**config.mk**
```make
export PLATFORM = sky130hd
export DESIGN_NAME = timer_cmp
export DESIGN_NICKNAME = d
export VERILOG_FILES = /design/src/rtl/timer_cmp.sv
export SDC_FILE = /design/constraint.sdc
export NUM_CORES = 1
export LEC_CHECK = 0
export CAP_MARGIN = 20
export CELL_PAD_IN_SITES_DETAIL_PLACEMENT = 1
export CELL_PAD_IN_SITES_GLOBAL_PLACEMENT = 1
export CORE_UTILIZATION = 46
export CTS_BUF_LIST = sky130_fd_sc_hd__clkbuf_8
export DETAILED_ROUTE_END_ITERATION = 10
export GPL_ROUTABILITY_DRIVEN = 1
export PLACE_DENSITY = 0.86
export SYNTH_ARGS = -nofsm -noshare
export SYNTH_HDL_FRONTEND = slang
export SYNTH_SLANG_ARGS = --single-unit
export TNS_END_PERCENT = 10
```
**constraint.sdc**
```tcl
create_clock -name clk -period 3.35 [get_ports clk]
set_input_delay 0.5025 -clock clk [delete_from_list [all_inputs] [get_ports clk]]
set_output_delay 0.5025 -clock clk [all_outputs]
set_load 0.03 [all_outputs]
```
**src/rtl/timer_cmp.sv**
```systemverilog
// Bus-mapped CNT_W-bit timer with compare, free-run/periodic/one-shot modes, overflow and snapshot.
// Define TIMER_CMP_IRQ_EN to build ctrl.irq_en and the registered irq output.
module timer_cmp #(
  parameter int unsigned CNT_W = 48
) (
  input  logic        clk,
  input  logic        reset,
  input  logic        cs,
  input  logic        read,
  input  logic        write,
  input  logic [4:0]  addr,
  input  logic [31:0] wr_data,
  output logic [31:0] rd_data,
  output logic        irq
);
  localparam int unsigned HW = CNT_W - 32;

  typedef enum logic [1:0] {
    MODE_FREE     = 2'b00,
    MODE_PERIODIC = 2'b01,
    MODE_ONESHOT  = 2'b10,
    MODE_FREE_ALT = 2'b11
  } mode_t;

  logic [CNT_W-1:0] count, count_nx, cmp;
  logic [CNT_W:0]   inc;
  logic [HW-1:0]    snap;
  logic [31:0]      snap_ext, cmp_hi_ext;
  logic [2:0]       a;
  logic             go, irq_en, st_match, st_ovf;
  mode_t            mode;
  logic             wr, rd, is_clear, is_load, is_match, ovf_set, w1c_match, w1c_ovf;
  logic             unused_bits;

  assign a         = addr[2:0];
  assign wr        = cs && write;
  assign rd        = cs && read;
  assign is_clear  = wr && (a == 3'd2) && wr_data[1];
  assign is_load   = wr && ((a == 3'd0) || (a == 3'd1));
  assign is_match  = go && (count == cmp) && !is_clear && !is_load;
  assign w1c_match = wr && (a == 3'd5) && wr_data[0];
  assign w1c_ovf   = wr && (a == 3'd5) && wr_data[1];
  assign inc       = {1'b0, count} + {{CNT_W{1'b0}}, 1'b1};

  // Priority: clear > load > match action > increment > hold.
  always_comb begin
    count_nx = count;
    ovf_set  = 1'b0;
    if (is_clear) begin
      count_nx = '0;
    end else if (is_load) begin
      if (a == 3'd0) count_nx[31:0] = wr_data;
      else           count_nx[CNT_W-1:32] = wr_data[HW-1:0];
    end else if (is_match && (mode == MODE_PERIODIC)) begin
      count_nx = '0;
    end else if (is_match && (mode == MODE_ONESHOT)) begin
      count_nx = count;
    end else if (go) begin
      count_nx = inc[CNT_W-1:0];
      ovf_set  = inc[CNT_W];
    end
  end

  always_ff @(posedge clk or negedge reset) begin
    if (!reset) begin
      count    <= '0;
      snap     <= '0;
      cmp      <= '1;
      go       <= 1'b0;
      mode     <= MODE_FREE;
      st_match <= 1'b0;
      st_ovf   <= 1'b0;
    end else begin
      count    <= count_nx;
      if (rd && (a == 3'd0)) snap <= count[CNT_W-1:32];
      // Set wins over a same-cycle write-1-to-clear.
      st_match <= (st_match && !w1c_match) || is_match;
      st_ovf   <= (st_ovf && !w1c_ovf) || ovf_set;
      if (wr && (a == 3'd2)) begin
        go   <= wr_data[0];
        mode <= mode_t'(wr_data[3:2]);
      end else if (is_match && (mode == MODE_ONESHOT)) begin
        go <= 1'b0;
      end
      if (wr && (a == 3'd3)) cmp[31:0] <= wr_data;
      if (wr && (a == 3'd4)) cmp[CNT_W-1:32] <= wr_data[HW-1:0];
    end
  end

`ifdef TIMER_CMP_IRQ_EN
  always_ff @(posedge clk or negedge reset) begin
    if (!reset) begin
      irq_en <= 1'b0;
      irq    <= 1'b0;
    end else begin
      if (wr && (a == 3'd2)) irq_en <= wr_data[4];
      irq <= st_match && irq_en;
    end
  end
  assign unused_bits = ^addr[4:3];
`else
  assign irq_en      = 1'b0;
  assign irq         = 1'b0;
  assign unused_bits = ^{addr[4:3], wr_data[4]};
`endif

  always_comb begin
    snap_ext               = '0;
    snap_ext[HW-1:0]       = snap;
    cmp_hi_ext             = '0;
    cmp_hi_ext[HW-1:0]     = cmp[CNT_W-1:32];
  end

  always_comb begin
    case (a)
      3'd0:    rd_data = count[31:0];
      3'd1:    rd_data = snap_ext;
      3'd2:    rd_data = {27'd0, irq_en, mode, 1'b0, go};
      3'd3:    rd_data = cmp[31:0];
      3'd4:    rd_data = cmp_hi_ext;
      3'd5:    rd_data = {30'd0, st_ovf, st_match};
      default: rd_data = '0;
    endcase
  end
endmodule

```
# [Yosys cells after proc, flatten, opt, wreduce, memory -nomap -nowiden]
# Index checks and enable logic that the tools add are counted.
[totals] register_bits=117 inputBits=42 out_inout_bits=33 wordCells=66
[op_classes] add_sub_neg=1 eq_ne=11 mux=15 n_reduce_logical=30
[ops] cell="48-bit two-way mux" n=5
[ops] cell="32-bit case mux with 6 select lines" n=1
[ops] cell="48-bit by 1-bit adder with 49-bit output (second input constant)" n=1
[ops] cell="48-bit == test" n=1
[ops] cell="32-bit two-way mux" n=1
[ops] cell="1-bit logical AND" n=18
[ops] cell="16-bit two-way mux" n=1
[ops] cell="1-bit two-way mux" n=7
[ops] cell="3-bit by 2-bit == test with 1-bit output (second input constant)" n=2
[ops] cell="3-bit == test (second input constant)" n=2
[ops] cell="3-bit AND reduction" n=2
[ops] cell="1-bit logical NOT" n=4
[ops] cell="4-bit != test (second input constant)" n=1
[ops] cell="4-bit nonzero test" n=1
[ops] cell="3-bit by 1-bit == test with 1-bit output (second input constant)" n=1
[ops] cell="3-bit logical NOT" n=1
[ops] cell="1-bit logical OR" n=3
[ops] cell="3-bit by 2-bit != test with 1-bit output (second input constant)" n=1
[ops] cell="3-bit != test (second input constant)" n=1
[ops] cell="2-bit by 1-bit == test with 1-bit output (second input constant)" n=1
[ops] cell="2-bit == test (second input constant)" n=1
[ops] cell="2-bit nonzero test" n=1

# [Depth between registers and ports, before layout]
# Gate-level depths: netlist of the first run.
[logic_depth] depth_word=12 mapped_depth=11

# [Least setup slack after synthesis of the first run]
# OpenSTA, ideal clock, no wires.
[synth_path] kind="register to register" startpoint="reg cmp[8]" endpoint="reg count[3]" arrival_ns=2.416 required_time_ns=3.228 path_slack_ns=0.812 path_stages_with_launch=10 path_buffers=2 synth_period_minus_slack_ns=2.538 cell_sequence="dfstp_2 -> xnor2_1 -> o221ai_1 -> or3_1 -> nor4_4 -> a41oi_2 -> and2_1 -> buf_6 -> buf_6 -> a32o_1"
[synth_between] elab_chain_cells=8
[synth_rtl] item="from (decl)" line_no="25" rtl="logic [CNT_W-1:0] count, count_nx, cmp;"
[synth_rtl] item="from (signal assigned)" line_no="85" rtl="if (wr && (a == 3'd3)) cmp[31:0] <= wr_data;"
[synth_rtl] item="from (signal, indexed assignment)" line_no="86" rtl="if (wr && (a == 3'd4)) cmp[CNT_W-1:32] <= wr_data[HW-1:0];"
[synth_rtl] item="48-bit == test (*)" line_no="40" rtl="assign is_match = go && (count == cmp) && !is_clear && !is_load;"
[synth_rtl] item="1-bit logical AND (*) (3 in a row)" line_no="40"
[synth_rtl] item="1-bit logical AND" line_no="54" rtl="end else if (is_match && (mode == MODE_PERIODIC)) begin"
[synth_rtl] item="48-bit two-way mux" line_no="54"
[synth_rtl] item="48-bit two-way mux" line_no="51" rtl="end else if (is_load) begin"
[synth_rtl] item="48-bit two-way mux" line_no="49" rtl="if (is_clear) begin"
[synth_rtl] item="to (signal assigned)" line_no="74" rtl="count <= count_nx;"
[synth_rtl] item="to (decl)" line_no="25"
# Mark *: on every way between the ends. The rest lies on a longest branch, timed or not.
# A chain may end at the register's enable or synchronous reset.

# [Worst setup path in the final report of the first run]
[layout_path] startpoint="reg cmp[25]" endpoint="reg count[27]"
# The elaborated chain is that of the path after synthesis.

==> results of run 1 <==
[logic make-up after synthesis]
family | count (synthesis) | share of synthesized area, %
muxes | 65 | 9.652
xor gates and xnor gates | 41 | 4.695
AOI/OAI and AO/OA | 208 | 21.81
other | 1 | 0.04903
and+or+nand+nor | 271 | 18.35
adders and majority gates | 1 | 0.1636
DFF | 117 | 39.06
buffers and inverters | 111 | 6.216
[per-stage QoR]
step	worst slack (ps)	util, %	hold WS, ps
after floorplan	812.2	-	206.9
after CTS	335.8	56.34	159.1
after global placement	339.1	53.81	474.0
final	260.5	56.34	121.4
after detailed placement	254.5	53.81	498.2
after global routing	181.4	56.34	175.3
[where the power goes]
part	switching (W)	internal, W	total (W)
Combinational	0.00123	0.000904	0.00213
Clock	0.000708	0.000677	0.00138
Sequential	0.000686	0.00191	0.00259
Total	0.00262	0.00349	0.00611
[critical path, cell delays in order (launching register included)]
cell,delay (ps)
dfstp_2,570
xnor2_1,170
buf_4,190
nand4_1,200
or3_1,410
nor4_4,350
a41oi_2,310
buf_4,270
nand2_1,300
o2bb2ai_1,210
[layer usage]
metal | GRT usage, % | vias up | part of all wire [%]
li1 | - | 3209 | -
met1 | 48.25 | 3902 | 40
met2 | 61.56 | 433 | 46
met3 | 8.469 | 111 | 8.3
met4 | 24.00 | 0 | 6.2
met5 | 0 | - | 0
[sequential cells by signal, summed over array words and instances (netlist names)]
signal / count
st_ovf: 1
mode: 2
cmp: 48
st_match: 1
go: 1
snap: 16
count: 48
[final cells by class]
type / instances / share of cell area, %
clock inverters: 15 / 1.908
inverters: 27 / 1.120
well taps: 216 / 2.987
multi-input cells: 587 / 46.45
flip-flops and latches: 117 / 33.02
repair buffers: 122 / 11.92
clock buffers: 17 / 2.586
[synthesized netlist by cell type (3+ instances only)]
| library cell | n |
|---|---|
| dfstp_2 | 48 |
| xor2_1 | 14 |
| mux2_2 | 60 |
| nor2_1 | 44 |
| o2111ai_1 | 8 |
| buf_6 | 4 |
| nand3_1 | 37 |
| a22oi_1 | 15 |
| or4_1 | 3 |
| a221o_1 | 13 |
| or3_1 | 6 |
| a32o_1 | 21 |
| o221ai_1 | 11 |
| nor4_1 | 15 |
| o31ai_1 | 18 |
| a21oi_1 | 6 |
| and2_1 | 7 |
| o41ai_1 | 3 |
| xnor2_1 | 27 |
| buf_4 | 3 |
| o2bb2ai_1 | 8 |
| o21ai_0 | 17 |
| buf_2 | 13 |
| and4_1 | 4 |
| nor2b_1 | 6 |
| o211ai_1 | 26 |
| o22ai_1 | 6 |
| nor3_1 | 17 |
| clkbuf_1 | 60 |
| buf_1 | 3 |
| a22o_1 | 30 |
| mux2i_1 | 4 |
| a31oi_1 | 10 |
| nand4_1 | 36 |
| dfrtp_1 | 69 |
| inv_1 | 26 |
| nand2_1 | 65 |
| and3_1 | 9 |
| nand2b_1 | 13 |
[worst paths after layout]
check	start	slack [ps]	to
max	cmp[25]$_DFFE_PN1P_	260	count[27]$_DFFE_PN0P_
min	reset	120	count[31]$_DFFE_PN0P_
max reg2reg	cmp[25]$_DFFE_PN1P_	260	count[27]$_DFFE_PN0P_
min reg2reg	snap[13]$_DFFE_PN0P_	520	snap[13]$_DFFE_PN0P_
max in group asynchronous	reset	2300	cmp[37]$_DFFE_PN1P_
min in group clk	snap[13]$_DFFE_PN0P_	520	snap[13]$_DFFE_PN0P_
==> reports/results.ini, run 1 <==
[logic_synthesis]
syn_inst=815
ys_ff_latch=117
synth_sequential_area_ratio_pct=39.06
synth_edf_count=0
yosys_warnings=0
synth_cell_type_count=62
synth_area_mm2=0.007649
synth_top_area_cell=dfrtp_1
syn-num-nets=858
synth_area_leaders=dfrtp_1, dfstp_2, mux2_2
synth_top_cell_area_share_pct=22.57
syn_avg_cell_area_um2=9.385
ys.flop_type=dfrtp_1
async_flop_share_pct=100.0

[drt]
drt-total-wl_um=32050
vias_per_cell=6.953
drc=0
post_drt_wl_per_cell_um=29.11
drt_iter0_drc=797
vias=7655
firstDrtPassIters=5
detail-route-antenna-nets=0

[final_layout]
final_cell_area_mm2=0.009047
instances_no_fill=1101
final-seq-area_mm2=0.002988
layout_commonest_cell=buf_4
diodes=0
drive_above_1_share_pct=26.21
areaGrowthSynthToFinish_pct=18.29
finalNetCount=915
final_cell_mix=buf_4, dfrtp_1, nand2_1
final.fill_count=1774
multiInputGateArea_mm2=0.004203

[floorplanning]
dieArea_mm2=0.01715
initial_core_util_pct=47.63
pin_count=75
die_height_um=130.9
fp.dieW_um=130.9
core-area_mm2=0.01606
row_count=46

[critical_path]
endpoint_kind=flop
cp.arrival_ps=3450
crit_path_start_kind=flop
r2r_cells=9
path_max_fanout=8
cp_data_required_time_ps=3710
critPathKind=flop to flop

[worst_hold_path]
hold_path.class=input pin to asynchronous set/reset pin

[cts]
post_cts_buffers=0
cts_hold_buf=0
numCtsBuffers=17
htreeDepth=4
cts_tree=done
clockRootBuffer=clkbuf_8
clock_path_buffers=2
cts_num_sinks=117
cts_resized=0
clk_pin_slew_ps=80
clk_latency_ps=480

[sta]
hold_violations=0
fin_skew_ps=13.34
setup_viol=0
timing.fmax_ghz=0.3237
post-route-min-period_ps=3089
rsz0062_at_grt=false
fin_setup_tns_ps=0
drv_slew=0
min_period_over_period_pct=92.22
slew_headroom_pct=43.25
worst_pin_slew_ps=851.3

[placed_design]
postPlaceCellArea_mm2=0.008641
dp_cells=1069
gp_congestion=0.9778
hpwl_um=23530
io_buffers=71

[global_routing]
grt_pass1_wl_um=47750
grt_max_degree=60
grt_use_total_pct=38.82
first_global_vias=7739
grt_overflow=0
antenna_found_initial=1

[outcome]
outcome=finished, final reports clean

[pwr]
power.density_mw_per_mm2=675.2
p_leak_nw=3.613
vdd_ir_drop_max_mv=0.4659
p_total_w=0.006109

[job]
cap_violations=0

(Power assumes the default switching activity.)
==> run 2: changes to the inputs <==
- RECOVER_POWER: default -> 25
==> run 2 against run 1 <==
  * The run now ends with capacitance limit, slew limit left
  * Worst hold slack improved by 320 ps
  * Utilization shrank 0.062 points
  * Clock power about the same
  * Routed wire length barely moved
  * Design area decreased by 0.11%
  * Sequential power about the same
  * Sequential share of layout area barely moved
  * Critical endpoint unchanged
  * Setup slack worse by 1.5 ps
  * Count of clock-buffer cells in the layout did not move
  * Non-clock buffer count did not move
  * First-iteration DRC count shrank 0.88%
  * Largest cell class unchanged
==> reports/results.ini, run 2 (synthesis gave the netlist of run 1 again) <==
[cts]
cts_num_sinks=117  ; unchanged
clk_pin_slew_ps=80  ; about the same
cts_resized=0  ; unchanged
cts_hold_buf=0  ; unchanged
htreeDepth=4  ; unchanged
clockRootBuffer=clkbuf_8
clock_path_buffers=2  ; unchanged
post_cts_buffers=0  ; unchanged
cts_tree=done
numCtsBuffers=17  ; unchanged
clk_latency_ps=480  ; about the same

[final_layout]
postLayoutCoreUtil_pct=56.28  ; -0.062 points
finalNetCount=915  ; unchanged
largestRegisters=cmp (48), count (48), snap (16)
diodes=0  ; unchanged
instances_no_fill=1101  ; unchanged
final_cell_mix=buf_4, dfrtp_1, nand2_1
layout_commonest_cell=buf_4
final.fill_count=1775  ; +0.056%
areaGrowthSynthToFinish_pct=18.16
drive_above_1_share_pct=25.99  ; -0.23 points

[critical_path]
cpMostUsedCell=buf_4
reg2reg_slack_ps=260  ; about the same
critical_path.cell_chain=xnor2_1 -> buf_4 -> nand4_1 -> or3_1 -> nor4_4 -> a41oi_2 -> buf_4 -> nand2_1 -> o2bb2ai_1
critPathSlowestCell=dfstp_2
r2r-start=cmp[25]$_DFFE_PN1P_
cp_data_required_time_ps=3720  ; about the same
r2r_cells=9  ; unchanged
slowest_delay_ps=570  ; about the same
path_max_fanout=8  ; unchanged
r2r-end=count[27]$_DFFE_PN0P_
endpoint_kind=flop
critPathKind=flop to flop
cp.arrival_ps=3460  ; about the same
crit_path_start_kind=flop

[pwr]
p_int_w=0.003487  ; about the same
power.density_mw_per_mm2=675.6  ; about the same
power_frac_comb_pct=34.8  ; about the same
vdd_ir_drop_max_mv=0.4631  ; -0.60%
p_sw_w=0.002619  ; about the same
pwr-share-seq_pct=42.5  ; about the same
p_leak_nw=3.605  ; -0.22%
power.share.clock_pct=22.7  ; about the same
p_sw_share_pct=42.90  ; about the same

[drt]
drt_iter0_drc=790  ; -0.88%
vias=7659  ; +0.052%
post_drt_wl_per_cell_um=29.09  ; about the same
vias_per_cell=6.956  ; about the same
drt-total-wl_um=32030  ; about the same
drc=0  ; unchanged
detail-route-antenna-nets=0  ; unchanged
firstDrtPassIters=5  ; unchanged

[global_routing]
antenna_found_initial=1  ; unchanged
first_global_vias=7739  ; unchanged
grt_overflow=0  ; unchanged
grt_use_total_pct=38.82  ; unchanged
grt_max_degree=60  ; unchanged
grt_pass1_wl_um=47750  ; unchanged

[sta]
fin_skew_ps=13.45  ; +0.1070 ps
timing.fmax_ghz=0.3235  ; about the same
min_period_over_period_pct=92.27  ; about the same
slew_headroom_pct=-10.21  ; -53 points
setup_slack_ps=259.0  ; -1.523 ps
hold_violations=0  ; unchanged
drv_slew=87  ; +87
rsz0062_at_grt=false
post-route-min-period_ps=3091  ; +1.523 ps
setup_viol=0  ; unchanged
holdWs_ps=443.4  ; +322.1 ps
worst_pin_slew_ps=1653  ; +801.8 ps
fin_setup_tns_ps=0  ; unchanged

[floorplanning]
initial_core_util_pct=47.63  ; unchanged
dieArea_mm2=0.01715  ; unchanged
core-area_mm2=0.01606  ; unchanged
pin_count=75  ; unchanged
die_height_um=130.9  ; unchanged
fp.dieW_um=130.9  ; unchanged
row_count=46  ; unchanged

[outcome]
outcome=finished with violations
violations=capacitance limit, slew limit

[placed_design]
pre_cts_ws_ps=254.5  ; unchanged
hpwl_um=23530  ; unchanged
dp_cells=1069  ; unchanged
io_buffers=71  ; unchanged
gp_congestion=0.9778  ; unchanged

[worst_hold_path]
hold_path.class=input pin to asynchronous set/reset pin

[job]
cap_violations=2  ; +2

## run 2: changes by cell type in the layout (fill, tap and decap cells not counted)
cell      change
buf_4         -3
clkbuf_1      +2
clkbuf_2      +1
## run 2: final cells by class
| cell class | instances | area [um2] | share of cell area, % |
|---|---|---|---|
| clock buffers | 17 | 234.0 | 2.589 |
| clock inverters | 15 | 172.7 | 1.911 |
| inverters | 27 | 101.3 | 1.121 |
| multi-input cells | 587 | 4203 | 46.50 |
| flip-flops and latches | 117 | 2988 | 33.06 |
| well taps | 216 | 270.3 | 2.990 |
| repair buffers | 122 | 1069 | 11.82 |
## run 2: stage by stage
stage                     cell area [um2]  power, W
after global placement               8641  0.004507
after detailed placement             8641  0.004636
after CTS                            9047  0.006031
after floorplan                      7649  0.003658
final                                9037  0.006106
after global routing                 9037  0.006308
## run 2: how the worst max path moves through the flow
stage | startpoint | endpoint | cells past startpoint
finish | cmp[25]$_DFFE_PN1P_ | count[27]$_DFFE_PN0P_ | 9
global route | cmp[25]$_DFFE_PN1P_ | count[27]$_DFFE_PN0P_ | 9
CTS | cmp[25]$_DFFE_PN1P_ | count[27]$_DFFE_PN0P_ | 9
detailed placement | cs | count[7]$_DFFE_PN0P_ | 10
global placement | cs | count[7]$_DFFE_PN0P_ | 10
floorplan | cmp[8]$_DFFE_PN1P_ | count[3]$_DFFE_PN0P_ | 9
## run 2: power groups by stage
stage	Combinational [W]	Clock, W	Sequential [W]
2_1_floorplan	0.00150	0	0.00216
3_3_place_gp	0.00198	0	0.00253
3_5_place_dp	0.00206	0	0.00258
4_1_cts	0.00208	0.00139	0.00256
5_1_grt	0.00224	0.00145	0.00262
6_report	0.00213	0.00138	0.00259
## run 2: critical path, delay by kind of cell (launching register included)
kind            cells  cell delay (ps)
simple gates        4             1260
flops               1              570
compound gates      2              520
xor+xnor            1              170
buf+inv             2              460
## run 2: layer usage
layer / GRT usage, % / vias up / part of all wire [%]
li1: - / 3212 / -
met1: 48.25 / 3918 / 40
met2: 61.56 / 417 / 46
met3: 8.469 / 112 / 7.8
met4: 24.00 / 0 / 6.2
met5: 0 / - / 0
==> run 3: changes to the inputs <==
- CORE_MARGIN: default -> 2
==> run 3 against run 2 <==
  * The run still ends with capacitance limit, slew limit left
  * Utilization down 0.19 points
  * Combinational power grew 8%
  * Cell count increased by 1.4%
  * Sequential cell count unchanged
  * Worst hold slack lost 1.2 ps
  * Design area grew 1.8%
  * Largest power group unchanged
==> reports/results.ini, run 3 (synthesis gave the netlist of run 1 again) <==
[outcome]
violations=capacitance limit, slew limit
outcome=finished with violations

[sta]
worst_pin_slew_ps=1641  ; -12.22 ps
min_period_over_period_pct=91.27  ; -1.0 points
slew_headroom_pct=-9.390  ; +0.81 points
drv_slew=58  ; -33%
fin_setup_tns_ps=0  ; unchanged
post-route-min-period_ps=3058  ; -33.43 ps
timing.fmax_ghz=0.3271  ; +1.1%
fin_skew_ps=12.81  ; -0.6432 ps
hold_violations=0  ; unchanged
setup_slack_ps=292.5  ; +33.43 ps
setup_viol=0  ; unchanged
rsz0062_at_grt=false

[final_layout]
final_cell_area_mm2=0.009203  ; +1.8%
finalNetCount=926  ; +1.2%
largestRegisters=cmp (48), count (48), snap (16)
diodes=0  ; unchanged
areaGrowthSynthToFinish_pct=20.32
final_cell_mix=buf_4, dfrtp_1, nand2_1
layout_commonest_cell=buf_4
drive_above_1_share_pct=27.12  ; +1.1 points
instances_no_fill=1116  ; +1.4%

[cts]
cts_num_sinks=117  ; unchanged
htreeDepth=4  ; unchanged
cts_resized=0  ; unchanged
clk_latency_ps=470  ; about the same
cts_hold_buf=0  ; unchanged
clock_path_buffers=2  ; unchanged
numCtsBuffers=17  ; unchanged
clk_pin_slew_ps=90  ; about the same
post_cts_buffers=0  ; unchanged
clockRootBuffer=clkbuf_8
cts_tree=done

[critical_path]
critPathKind=flop to flop
cp.arrival_ps=3420  ; -40 ps
crit_path_start=count[10]$_DFFE_PN0P_
r2r-end=count[15]$_DFFE_PN0P_
endpoint_kind=flop
reg2reg_slack_ps=290  ; +30 ps
cp_data_required_time_ps=3710  ; about the same
path_max_fanout=13  ; +5
r2r-start=count[10]$_DFFE_PN0P_
crit_path_start_kind=flop
r2r_cells=8  ; -1

[pwr]
p_leak_nw=3.696  ; +2.5%
vdd_ir_drop_max_mv=0.4430  ; -4.3%
power.density_mw_per_mm2=695.7  ; +3.0%

[floorplanning]
initial_core_util_pct=46.62  ; -1.0 points
dieArea_mm2=0.01767  ; +3.1%
fp.dieW_um=132.9  ; +1.5%
die_height_um=132.9  ; +1.5%
row_count=47  ; +2.2%
core-area_mm2=0.01641  ; +2.2%
pin_count=75  ; unchanged

[global_routing]
grt_overflow=0  ; unchanged
grt_use_total_pct=38.93  ; +0.10 points
grt_max_degree=58  ; -3.3%
grt_pass1_wl_um=51330  ; +7.5%
first_global_vias=8008  ; +3.5%
antenna_found_initial=1  ; unchanged

[drt]
drc=0  ; unchanged
firstDrtPassIters=6  ; +1
detail-route-antenna-nets=0  ; unchanged
drt_iter0_drc=819  ; +3.7%
vias=7847  ; +2.5%
post_drt_wl_per_cell_um=30.11  ; +3.5%
drt-total-wl_um=33610  ; +4.9%
vias_per_cell=7.031  ; +1.1%

[placed_design]
pre_cts_ws_ps=232.2  ; -22.32 ps
postPlaceCellArea_mm2=0.008766  ; +1.4%
dp_cells=1084  ; +1.4%
gp_congestion=0.9558  ; -2.2%
io_buffers=71  ; unchanged
hpwl_um=24520  ; +4.2%

[worst_hold_path]
hold_path.class=input pin to asynchronous set/reset pin

[job]
cap_violations=1  ; -1

run 3: cell count changes in the layout (fill, tap and decap cells not counted), sizes merged:
| cell | change |
|---|---|
| clkinvlp | -2 |
| clkbuf | -1 |
| bufinv | +2 |
| clkinv | -1 |
| buf | +12 |
| inv | +1 |
run 3: critical path: stages, from the launching register on:
cell and delay (ps):
dfrtp_1 580, nor2b_1 180, a2111oi_0 420, nand3_1 250, nor4_4 480, a41oi_2 320
and2_1 270, buf_4 200, a32o_1 240
run 3: metal layers:
layer	share of wire, %	track usage [%]	vias to the layer above
li1	-	-	3236
met1	40	51.18	4022
met2	47	62.90	484
met3	7.9	6.169	105
met4	5.1	18.76	0
met5	0	0	-
run 3: stage by stage:
stage | total power (W) | utilization (%) | hold slack (ps)
after floorplan | 0.003658 | - | 206.9
after global placement | 0.004632 | 53.43 | 473.4
after detailed placement | 0.004770 | 53.43 | 501.4
after CTS | 0.006330 | 56.20 | 143.0
after global routing | 0.006618 | 56.09 | 516.0
final | 0.006402 | 56.09 | 442.3
run 3: power by group:
group | switching [W] | internal [W]
sequential | 0.000646 | 0.00191
combinational | 0.00133 | 0.000973
clock | 0.000708 | 0.000832
total | 0.00269 | 0.00371
run 3: area by class of cell:
type                            count  area [um2]
Inverter                           27       101.3
Sequential cell                   117        2988
Clock inverter                     15       220.2
Timing Repair Buffer              133        1181
Multi-Input combinational cell    587        4203
Fill cell                        1822        7204
Tap cell                          220       275.3
Clock buffer                       17       234.0
run 3: worst max-delay path by stage:
stage	endpoint	cells past startpoint
4_1_cts	count[15]$_DFFE_PN0P_	8
6_report	count[15]$_DFFE_PN0P_	8
5_1_grt	count[15]$_DFFE_PN0P_	8
2_1_floorplan	count[3]$_DFFE_PN0P_	9
3_5_place_dp	count[15]$_DFFE_PN0P_	9
3_3_place_gp	count[46]$_DFFE_PN0P_	9
